### config.mk
export PLATFORM = sky130hd
export DESIGN_NAME = word_aligner
export DESIGN_NICKNAME = d
export VERILOG_FILES = /design/src/rtl/eth_pcs_pkg.sv /design/src/rtl/comma_detect.sv /design/src/rtl/word_aligner.sv
export SDC_FILE = /design/constraint.sdc
export NUM_CORES = 1
export LEC_CHECK = 0
export ABC_AREA = 1
export CORE_UTILIZATION = 35
export CTS_CLUSTER_DIAMETER = 40
export DETAILED_ROUTE_END_ITERATION = 16
export GPL_TIMING_DRIVEN = 0
export PLACE_DENSITY = 0.54
export SYNTH_ARGS = -nofsm -noshare
export SYNTH_HDL_FRONTEND = slang
export SYNTH_SLANG_ARGS = --single-unit
### constraint.sdc
create_clock -name clk -period 7.59 [get_ports clk]
set_clock_uncertainty 0.1 [all_clocks]
set_input_delay 1.1385 -clock clk [delete_from_list [all_inputs] [get_ports clk]]
set_output_delay 1.1385 -clock clk [all_outputs]
set_load 0.05 [all_outputs]
### src/rtl/eth_pcs_pkg.sv
// Shared PCS definitions: K28.5 comma codes, word-aligner FSM states and the
// comma-detect result payload.
package eth_pcs_pkg;

  localparam int unsigned SYM_W   = 10;
  localparam int unsigned TAIL_W  = 9;
  localparam int unsigned PHASE_W = 4;
  localparam int unsigned CNT_W   = 4;

  localparam logic [SYM_W-1:0] K28_5_RDN = 10'b0011111010;
  localparam logic [SYM_W-1:0] K28_5_RDP = 10'b1100000101;

  typedef enum logic [1:0] {
    ST_HUNT   = 2'd0,
    ST_VERIFY = 2'd1,
    ST_LOCKED = 2'd2
  } align_state_e;

  typedef struct packed {
    logic               hit;
    logic [PHASE_W-1:0] phase;
  } comma_det_t;

  function automatic logic is_k28_5(input logic [SYM_W-1:0] sym);
    return (sym == K28_5_RDN) || (sym == K28_5_RDP);
  endfunction

endpackage

### src/rtl/comma_detect.sv
// Combinational K28.5 search over the alignment window; reports whether any
// comma is present and the bit phase of the lowest-index match.
module comma_detect
  import eth_pcs_pkg::*;
#(
  parameter int unsigned SYMBOLS = 2
) (
  input  logic [SYM_W*SYMBOLS+TAIL_W-1:0] window_i,
  output comma_det_t                      det_o
);

  localparam int unsigned W = SYM_W * SYMBOLS;

  // Scan high to low so the lowest matching index is the one that sticks.
  always_comb begin
    det_o = '0;
    for (int i = int'(W) - 1; i >= 0; i--) begin
      if (is_k28_5(window_i[i +: SYM_W])) begin
        det_o.hit   = 1'b1;
        det_o.phase = PHASE_W'(i % int'(SYM_W));
      end
    end
  end

endmodule

### src/rtl/word_aligner.sv
// 8b/10b word aligner: finds the K28.5 bit phase, locks after repeated
// agreement, and emits symbol-aligned words. Define WORD_ALIGNER_STATS_EN to
// add the saturating realign_count output.
module word_aligner
  import eth_pcs_pkg::*;
#(
  parameter int unsigned SYMBOLS    = 2,
  parameter int unsigned LOCK_COUNT = 3,
  parameter int unsigned LOSS_COUNT = 4
) (
  input  logic                       clk,
  input  logic                       reset,
  input  logic                       in_valid,
  input  logic [SYM_W*SYMBOLS-1:0]   in_data,
  output logic                       out_valid,
  output logic [SYM_W*SYMBOLS-1:0]   out_data,
  output logic [SYMBOLS-1:0]         out_comma,
  output logic                       locked,
  output logic [PHASE_W-1:0]         phase
`ifdef WORD_ALIGNER_STATS_EN
  ,
  output logic [15:0]                realign_count
`endif
);

  localparam int unsigned W     = SYM_W * SYMBOLS;
  localparam int unsigned WIN_W = W + TAIL_W;

  align_state_e        state_q, state_d;
  logic [PHASE_W-1:0]  cand_q, cand_d;
  logic [PHASE_W-1:0]  phase_q, phase_d;
  logic [CNT_W-1:0]    cnt_q, cnt_d;
  logic [CNT_W-1:0]    err_q, err_d;
  logic [TAIL_W-1:0]   last_q, last_d;
  logic                out_valid_q;
  logic [W-1:0]        out_data_q;
  logic [SYMBOLS-1:0]  out_comma_q;
  logic                locked_q;
`ifdef WORD_ALIGNER_STATS_EN
  logic [15:0]         realign_q, realign_d;
`endif

  logic [WIN_W-1:0]    window;
  logic [W-1:0]        aligned_c;
  logic [SYMBOLS-1:0]  comma_c;
  comma_det_t          det;

  // Only the low 9 bits of the previous word can reach a 10-bit match or a
  // phase-0..9 output slice, so that is all that is kept.
  assign window = {last_q, in_data};

  comma_detect #(
    .SYMBOLS (SYMBOLS)
  ) u_comma_detect (
    .window_i (window),
    .det_o    (det)
  );

  assign aligned_c = W'(window >> phase_q);

  always_comb begin
    comma_c = '0;
    for (int k = 0; k < int'(SYMBOLS); k++) begin
      comma_c[k] = is_k28_5(aligned_c[k*int'(SYM_W) +: SYM_W]);
    end
  end

  // Next-state: hunt / verify / locked; everything holds while in_valid is low.
  always_comb begin
    state_d = state_q;
    cand_d  = cand_q;
    phase_d = phase_q;
    cnt_d   = cnt_q;
    err_d   = err_q;
    last_d  = last_q;
`ifdef WORD_ALIGNER_STATS_EN
    realign_d = realign_q;
`endif
    if (in_valid) begin
      last_d = in_data[TAIL_W-1:0];
      if (det.hit) begin
        case (state_q)
          ST_HUNT: begin
            cand_d = det.phase;
            if (LOCK_COUNT == 1) begin
              state_d = ST_LOCKED;
              phase_d = det.phase;
              cnt_d   = '0;
            end else begin
              state_d = ST_VERIFY;
              cnt_d   = CNT_W'(1);
            end
          end
          ST_VERIFY: begin
            if (det.phase == cand_q) begin
              cnt_d = cnt_q + CNT_W'(1);
              if (cnt_d == CNT_W'(LOCK_COUNT)) begin
                state_d = ST_LOCKED;
                phase_d = cand_q;
                cnt_d   = '0;
              end
            end else begin
              cand_d = det.phase;
              cnt_d  = CNT_W'(1);
            end
          end
          ST_LOCKED: begin
            if (det.phase == phase_q) begin
              err_d = '0;
            end else begin
              err_d = err_q + CNT_W'(1);
              if (err_d == CNT_W'(LOSS_COUNT)) begin
                state_d = ST_HUNT;
                err_d   = '0;
                cnt_d   = '0;
`ifdef WORD_ALIGNER_STATS_EN
                if (realign_q != 16'hFFFF) begin
                  realign_d = realign_q + 16'd1;
                end
`endif
              end
            end
          end
          default: begin
            state_d = ST_HUNT;
            cnt_d   = '0;
            err_d   = '0;
          end
        endcase
      end
    end
  end

  always_ff @(posedge clk) begin
    if (reset) begin
      state_q     <= ST_HUNT;
      cand_q      <= '0;
      phase_q     <= '0;
      cnt_q       <= '0;
      err_q       <= '0;
      last_q      <= '0;
      out_valid_q <= 1'b0;
      out_data_q  <= '0;
      out_comma_q <= '0;
      locked_q    <= 1'b0;
`ifdef WORD_ALIGNER_STATS_EN
      realign_q   <= '0;
`endif
    end else begin
      state_q     <= state_d;
      cand_q      <= cand_d;
      phase_q     <= phase_d;
      cnt_q       <= cnt_d;
      err_q       <= err_d;
      last_q      <= last_d;
      out_valid_q <= in_valid;
      locked_q    <= (state_d == ST_LOCKED);
      if (in_valid) begin
        out_data_q  <= aligned_c;
        out_comma_q <= comma_c;
      end
`ifdef WORD_ALIGNER_STATS_EN
      realign_q   <= realign_d;
`endif
    end
  end

  assign out_valid = out_valid_q;
  assign out_data  = out_data_q;
  assign out_comma = out_comma_q;
  assign locked    = locked_q;
  assign phase     = phase_q;
`ifdef WORD_ALIGNER_STATS_EN
  assign realign_count = realign_q;
`endif

endmodule
* After elaboration in Yosys (flattened, before gate mapping) *
Cells that the tools add are included.
Widths: inputs -> output; s select.

storage, ports and cells
  register bits after elaboration = 51
  output and inout bits = 28
  logic and storage cells = 134
  input port bits = 23

operators by class
  add/subtract/negate cells = 2
  eq/ne operators = 54
  muxes and demuxes = 37
  bitwise logic cells = 1
  shift operators = 1
  reductions and logical operators = 29

operators with widths
  cell                  number
  $eq 10x10->1 const B  22
  $eq 10x8->1 const B   22
  $mux 5                20
  $shr 29x4->20         1
  $mux 4                7
  $logic_or 1x1->1      22
  $pmux 4 s2            2
  $mux 2                6
  $pmux 4 s3            1
  $add 4x1->4 const B   2
  $eq 4x4->1            2
  $reduce_and 4->1      2
  $ne 2x2->1 const B    3
  $pmux 2 s3            1
  $reduce_and 5->1      1
  $eq 2x2->1 const B    2
  $eq 4x2->1 const B    1
  $eq 4x3->1 const B    1
  $reduce_and 3->1      1
  $eq 2x1->1 const B    1
  $logic_not 2->1       1
  $reduce_bool 2->1     1
  $reduce_or 2->1       1
  $not 1->1             1

* Logic depth before layout (Yosys ltp) *
  depth after elaboration = 28
  depth in mapped cells = 26
  mapped depth without buffers = 25

* Hierarchy *
Synthesis repeated with hierarchy kept, for this count alone.

unflattened totals
  cells, all modules = 849
  area total of the unflattened synthesis = 4678.2 um2

modules (own cells, without submodules)
  module        cells each  instances  area an instance (um2)  seq. area each (um2)
  word_aligner  589         1          3462.1                  1021.0
  comma_detect  260         1          1216.2                  0.0

* Worst setup path before layout *
No wires, ideal clock.

  kind = input port to flip-flop
  start point = in in_data[15]
  end point = reg phase_q[1], in the netlist phase[1]
  setup time = 0.113 ns
  data required time = 7.377 ns
  path buffers = 1
  stages = 20
  slack = 4.417 ns
  data arrival time = 2.960 ns
  cell sequence = buf_4 inv_2 nand2_2 nor3_1 a31oi_1 and2_4 nand2_2 nor2_2 and2_4 nor2_1 nor2_2 nand2_1 nor2_2 nand2_1 nor2_4 nand2_4 nor2_8 nand2_1 nand2_1 nor2_1

on the way
  cells in the longest elaborated chain, start to end = 20
  elaborated cells between the ends (all ways) = 48
  those cells by class = eq/ne (21); mux (16); reduce/logical (11)

ends and longest elaborated chain
  item                                                line                 RTL
  start: declaration                                  word_aligner.sv:14   input logic [SYM_W*SYMBOLS-1:0] in_data,
  $eq 10x8->1 / $eq 10x10->1 (equally long branches)  eth_pcs_pkg.sv:25    return (sym == K28_5_RDN) || (sym == K28_5_RDP);
  $logic_or 1x1->1                                    eth_pcs_pkg.sv:25
  $mux 5 (9 in series)                                comma_detect.sv:18   if (is_k28_5(window_i[i +: SYM_W])) begin
  $mux 5 (*) (7 in series)                            comma_detect.sv:18
  $eq 4x4->1                                          word_aligner.sv:95   if (det.phase == cand_q) begin
  $reduce_and 5->1 (no line) (*)                      --
  end signal: assignment                              word_aligner.sv:152  phase_q <= phase_d;
  end: declaration                                    word_aligner.sv:31   logic [PHASE_W-1:0] phase_q, phase_d;

Every way passes the cells marked *; elsewhere a longest branch is shown, timed or not.
A chain may end at the register's enable or synchronous reset.

* Worst setup path after layout *
  start point = in in_data[11]
  end point = reg locked_q, in the netlist locked

on the way
  cells in the longest elaborated chain, start to end = 20
  elaborated cells between the ends (all ways) = 50
  those cells by class = eq/ne (23); mux (17); reduce/logical (10)

ends and longest elaborated chain
  item                                                line                                     RTL
  $eq 10x8->1 / $eq 10x10->1 (equally long branches)  eth_pcs_pkg.sv:25
  $logic_or 1x1->1                                    eth_pcs_pkg.sv:25
  $mux 5 (9 in series)                                comma_detect.sv:18
  $mux 5 (*) (3 in series)                            comma_detect.sv:18
  $eq 4x4->1, on equally long branches                word_aligner.sv:108, word_aligner.sv:95
  $mux 2, on equally long branches                    word_aligner.sv:108, word_aligner.sv:95
  $pmux 2 s3                                          word_aligner.sv:82                       case (state_q)
  $mux 2 (*)                                          word_aligner.sv:81                       if (det.hit) begin
  $mux 2 (*)                                          word_aligner.sv:79                       if (in_valid) begin
  $eq 2x2->1 (*)                                      word_aligner.sv:157                      locked_q <= (state_d == ST_LOCKED);
  end signal: assignment                              word_aligner.sv:157
  end: declaration                                    word_aligner.sv:38                       logic locked_q;

Marked as above.

==> results.sh <==
export IMPL_setup_viol=0
export IMPL_worst_path_most_repeated_cell="nand2_1"
export IMPL_cap_violations=0
export IMPL_grt_use_total=0.233
export IMPL_viasPerCell=5.44
export IMPL_timing_fmax_mhz=258
export IMPL_syn_avg_cell_area_um2=5.99
export IMPL_grt_pass1_wl_mm=26.8
export IMPL_layout_drive_gt1_share=0.0970
export IMPL_crit_fanout=6
export IMPL_port_buffers=38
export IMPL_grtUsageMet2=0.379
export IMPL_clock_path_buffers=2
export IMPL_layout_nets=871
export IMPL_cts_clk_slew_worst_paths_ns=0.07
export IMPL_crit_path_end_kind="flip-flop"
export IMPL_drc=0
export IMPL_area_delta_synth_final_pct=15.6
export IMPL_antennaDiodeCount=0
export IMPL_gp_congestion=0.901
export IMPL_top_usage_layer="met2"
export IMPL_hold_viol_final=0
export IMPL_grt_setup_unrepaired="no"
export IMPL_drt_first_iter_violations=466
export IMPL_yosysSeqAreaShare=0.213
export IMPL_ys_warn_count=0
export IMPL_ant_nets=0
export IMPL_min_path_type="reg2reg"
export IMPL_synth_distinct_cells=55
export IMPL_drv_slew=0
export IMPL_critPathTopFamily="simple AND/OR/NAND/NOR gates"
export IMPL_dieArea_um2=14100
export IMPL_cts_resized=0
export IMPL_ys_ff_latch=51
export IMPL_worst_pin_slew_ns=0.621
export IMPL_status="complete, no violations"
export IMPL_cts_tree="yes"
export IMPL_postSynthCellCount=799
export IMPL_drtPass1Iterations=6
export IMPL_cts_hold_buf=0
export IMPL_gr_total_overflow=0
export IMPL_grtUsageMet1=0.328
export IMPL_synth_fp_nets=826
export IMPL_vdd_drop_max_v=0.0000810
export IMPL_root_buffer="clkbuf_16"
export IMPL_wl_mm=16.3
export IMPL_grtUsageMet3=0.0316
export IMPL_row_count=42
export IMPL_critPathBufInv=3
export IMPL_clk_latency_ns=0.29
export IMPL_cts_sinks=51
export IMPL_max_slew_margin_rel=0.586
export IMPL_die_h_um=119
export IMPL_tns_ns=0
export IMPL_arrival_ns=4.01
export IMPL_die_w_um=119
export IMPL_critical_path_max_stage_delay_ns=0.64
export IMPL_numCtsBuffers=5
export IMPL_powerDensity_nw_per_um2=126
export IMPL_worst_setup_path_start_kind="input pin"
export IMPL_grt_max_degree=17
export IMPL_coreArea_um2=13300
export IMPL_start_util=0.360
export IMPL_routedWlPerCell_um=16.0
export IMPL_period_share=0.512
export IMPL_grt_pass1_vias=5209
export IMPL_hpwl_mm=12.9
export IMPL_postCtsSetupBuffers=0
export IMPL_synth_area_um2=4790
export IMPL_htree_levels=2
export IMPL_fin_crit_ns=3.88
export IMPL_critPathKind="in2reg"
export IMPL_antenna_found_initial=0
export IMPL_boundaryPins=51
export IMPL_cellLeakagePower_nw=2.44
export IMPL_cp_data_required_time_ns=7.72
export IMPL_crit_path_top_delay_cell="clkdlybuf4s50_1"
export IMPL_routed_via_count=5553
export IMPL_cp_cell_sequence="clkdlybuf4s50_1, inv_2, nor2_1, nand2_1, o31ai_1, inv_1, nand2_1, nand2_1, nand2_1, nand2_1, nand2_1, nand2_1, nand2_1, nand2_1, nand2_2, nand2_1, nand2_1, nand3_1, nand2_1, nand2_1, nand3_1, nand2_1, nor2_1"
export IMPL_finalPower_mw=0.694
## cell families after synthesis
logic type	after synthesis	share of synthesized area
AOI/OAI and AO/OA	150	0.179
DFF	51	0.213
and+or+nand+nor	433	0.417
buffers and inverters	133	0.123
adders and majority gates	4	0.0105
xor gates and xnor gates	4	0.00732
muxes	24	0.0502
## synth_stat cells, drive strengths merged
master	count	area, µm²
dfxtp	51	1020
or2	2	12.5
clkinv	1	3.75
a221oi	4	35.0
o221ai	1	8.76
o211ai	11	82.6
buf	21	153
o32ai	1	8.76
o21ai	80	400
o41ai	2	25.0
a22oi	3	22.5
xnor2	2	17.5
clkbuf	24	98.8
a31o	1	8.76
nand3b	1	7.51
nand4	28	175
and3	2	12.5
a21oi	35	175
nor2	98	414
o21a	1	8.76
o31ai	1	7.51
a211oi	2	15.0
nand3	60	310
xor2	2	17.5
nand2	200	783
o2111ai	1	8.76
and2	5	36.3
mux2i	24	240
nor4	16	134
nor3	21	110
o22ai	2	12.5
ha	4	50.1
o211a	1	10.0
inv	87	332
a41oi	1	8.76
a31oi	3	18.8
## worst min-delay path: cells and delay by family (launching register included)
kind               cells  cell delay [ns]
and+or+nand+nor        1             0.06
DFF                    1             0.32
AOI/OAI and AO/OA      1             0.05
## metrics by stage
stage	worst slack [ns]	util	cell area (µm²)	hold WS, ns	cells
finish	3.71	0.416	5530	0.383	1021
global route	3.39	0.416	5530	0.418	1021
floorplan	4.42	-	4790	0.356	799
global placement	3.41	0.405	5390	0.370	1013
detailed placement	3.44	0.405	5390	0.376	1013
CTS	3.74	0.416	5530	0.389	1021
## state kept, by name, indices dropped and copies added (netlist names)
signal / count
last_q: 9
cand_q: 4
phase: 4
out_comma: 2
cnt_q: 4
out_valid: 1
err_q: 4
out_data: 20
state_q: 2
locked: 1
## final timing paths
path,startpoint,end,slack (ns),depth (start not counted)
setup reg to reg,phase[0]$_SDFFE_PP0P_,out_comma[1]$_SDFFE_PP0P_,4.65,12
hold / removal,err_q[3]$_SDFFE_PP0P_,err_q[3]$_SDFFE_PP0P_,0.38,2
hold reg to reg,err_q[3]$_SDFFE_PP0P_,err_q[3]$_SDFFE_PP0P_,0.38,2
setup / recovery,in_data[11],locked$_SDFF_PP0_,3.71,23
## final cells by class
class,instances,area [µm²]
Buffer,45,251
Clock buffer,5,125
Clock inverter,3,20.0
Fill cell,1481,7760
Inverter,88,335
Multi-Input combinational cell,615,3180
Sequential cell,51,1020
Tap cell,176,220
Timing Repair Buffer,38,380
## layer usage
| metal | vias to the layer above | wire (µm) |
|---|---|---|
| li1 | 2778 | - |
| met1 | 2601 | 7830 |
| met2 | 158 | 7420 |
| met3 | 16 | 862 |
| met4 | 0 | 207 |
| met5 | - | 0 |
## cell usage in the layout, fill, tap and decap left out, types with 4 or more instances in the layout
cell type and instances:
nor2_1 87, nand3_1 58, o21ai_0 78, nand2_2 10, a21oi_1 35, buf_4 8
ha_1 4, inv_1 70, clkdlybuf4s50_1 38, buf_2 5, buf_6 5, o211ai_1 11
a221oi_1 4, inv_2 15, nor3_1 20, nand4_1 28, mux2i_1 24, nor4_1 12
nand2_1 189, dfxtp_1 51, nor2_2 9, clkbuf_16 5, clkbuf_1 21
## report_power, final
| part | switching (mW) | total [mW] | internal [mW] |
|---|---|---|---|
| combinational | 0.125 | 0.179 | 0.0537 |
| clock | 0.105 | 0.226 | 0.122 |
| sequential | 0.00920 | 0.289 | 0.280 |
| total | 0.239 | 0.694 | 0.455 |
(Power assumes the default switching activity.)
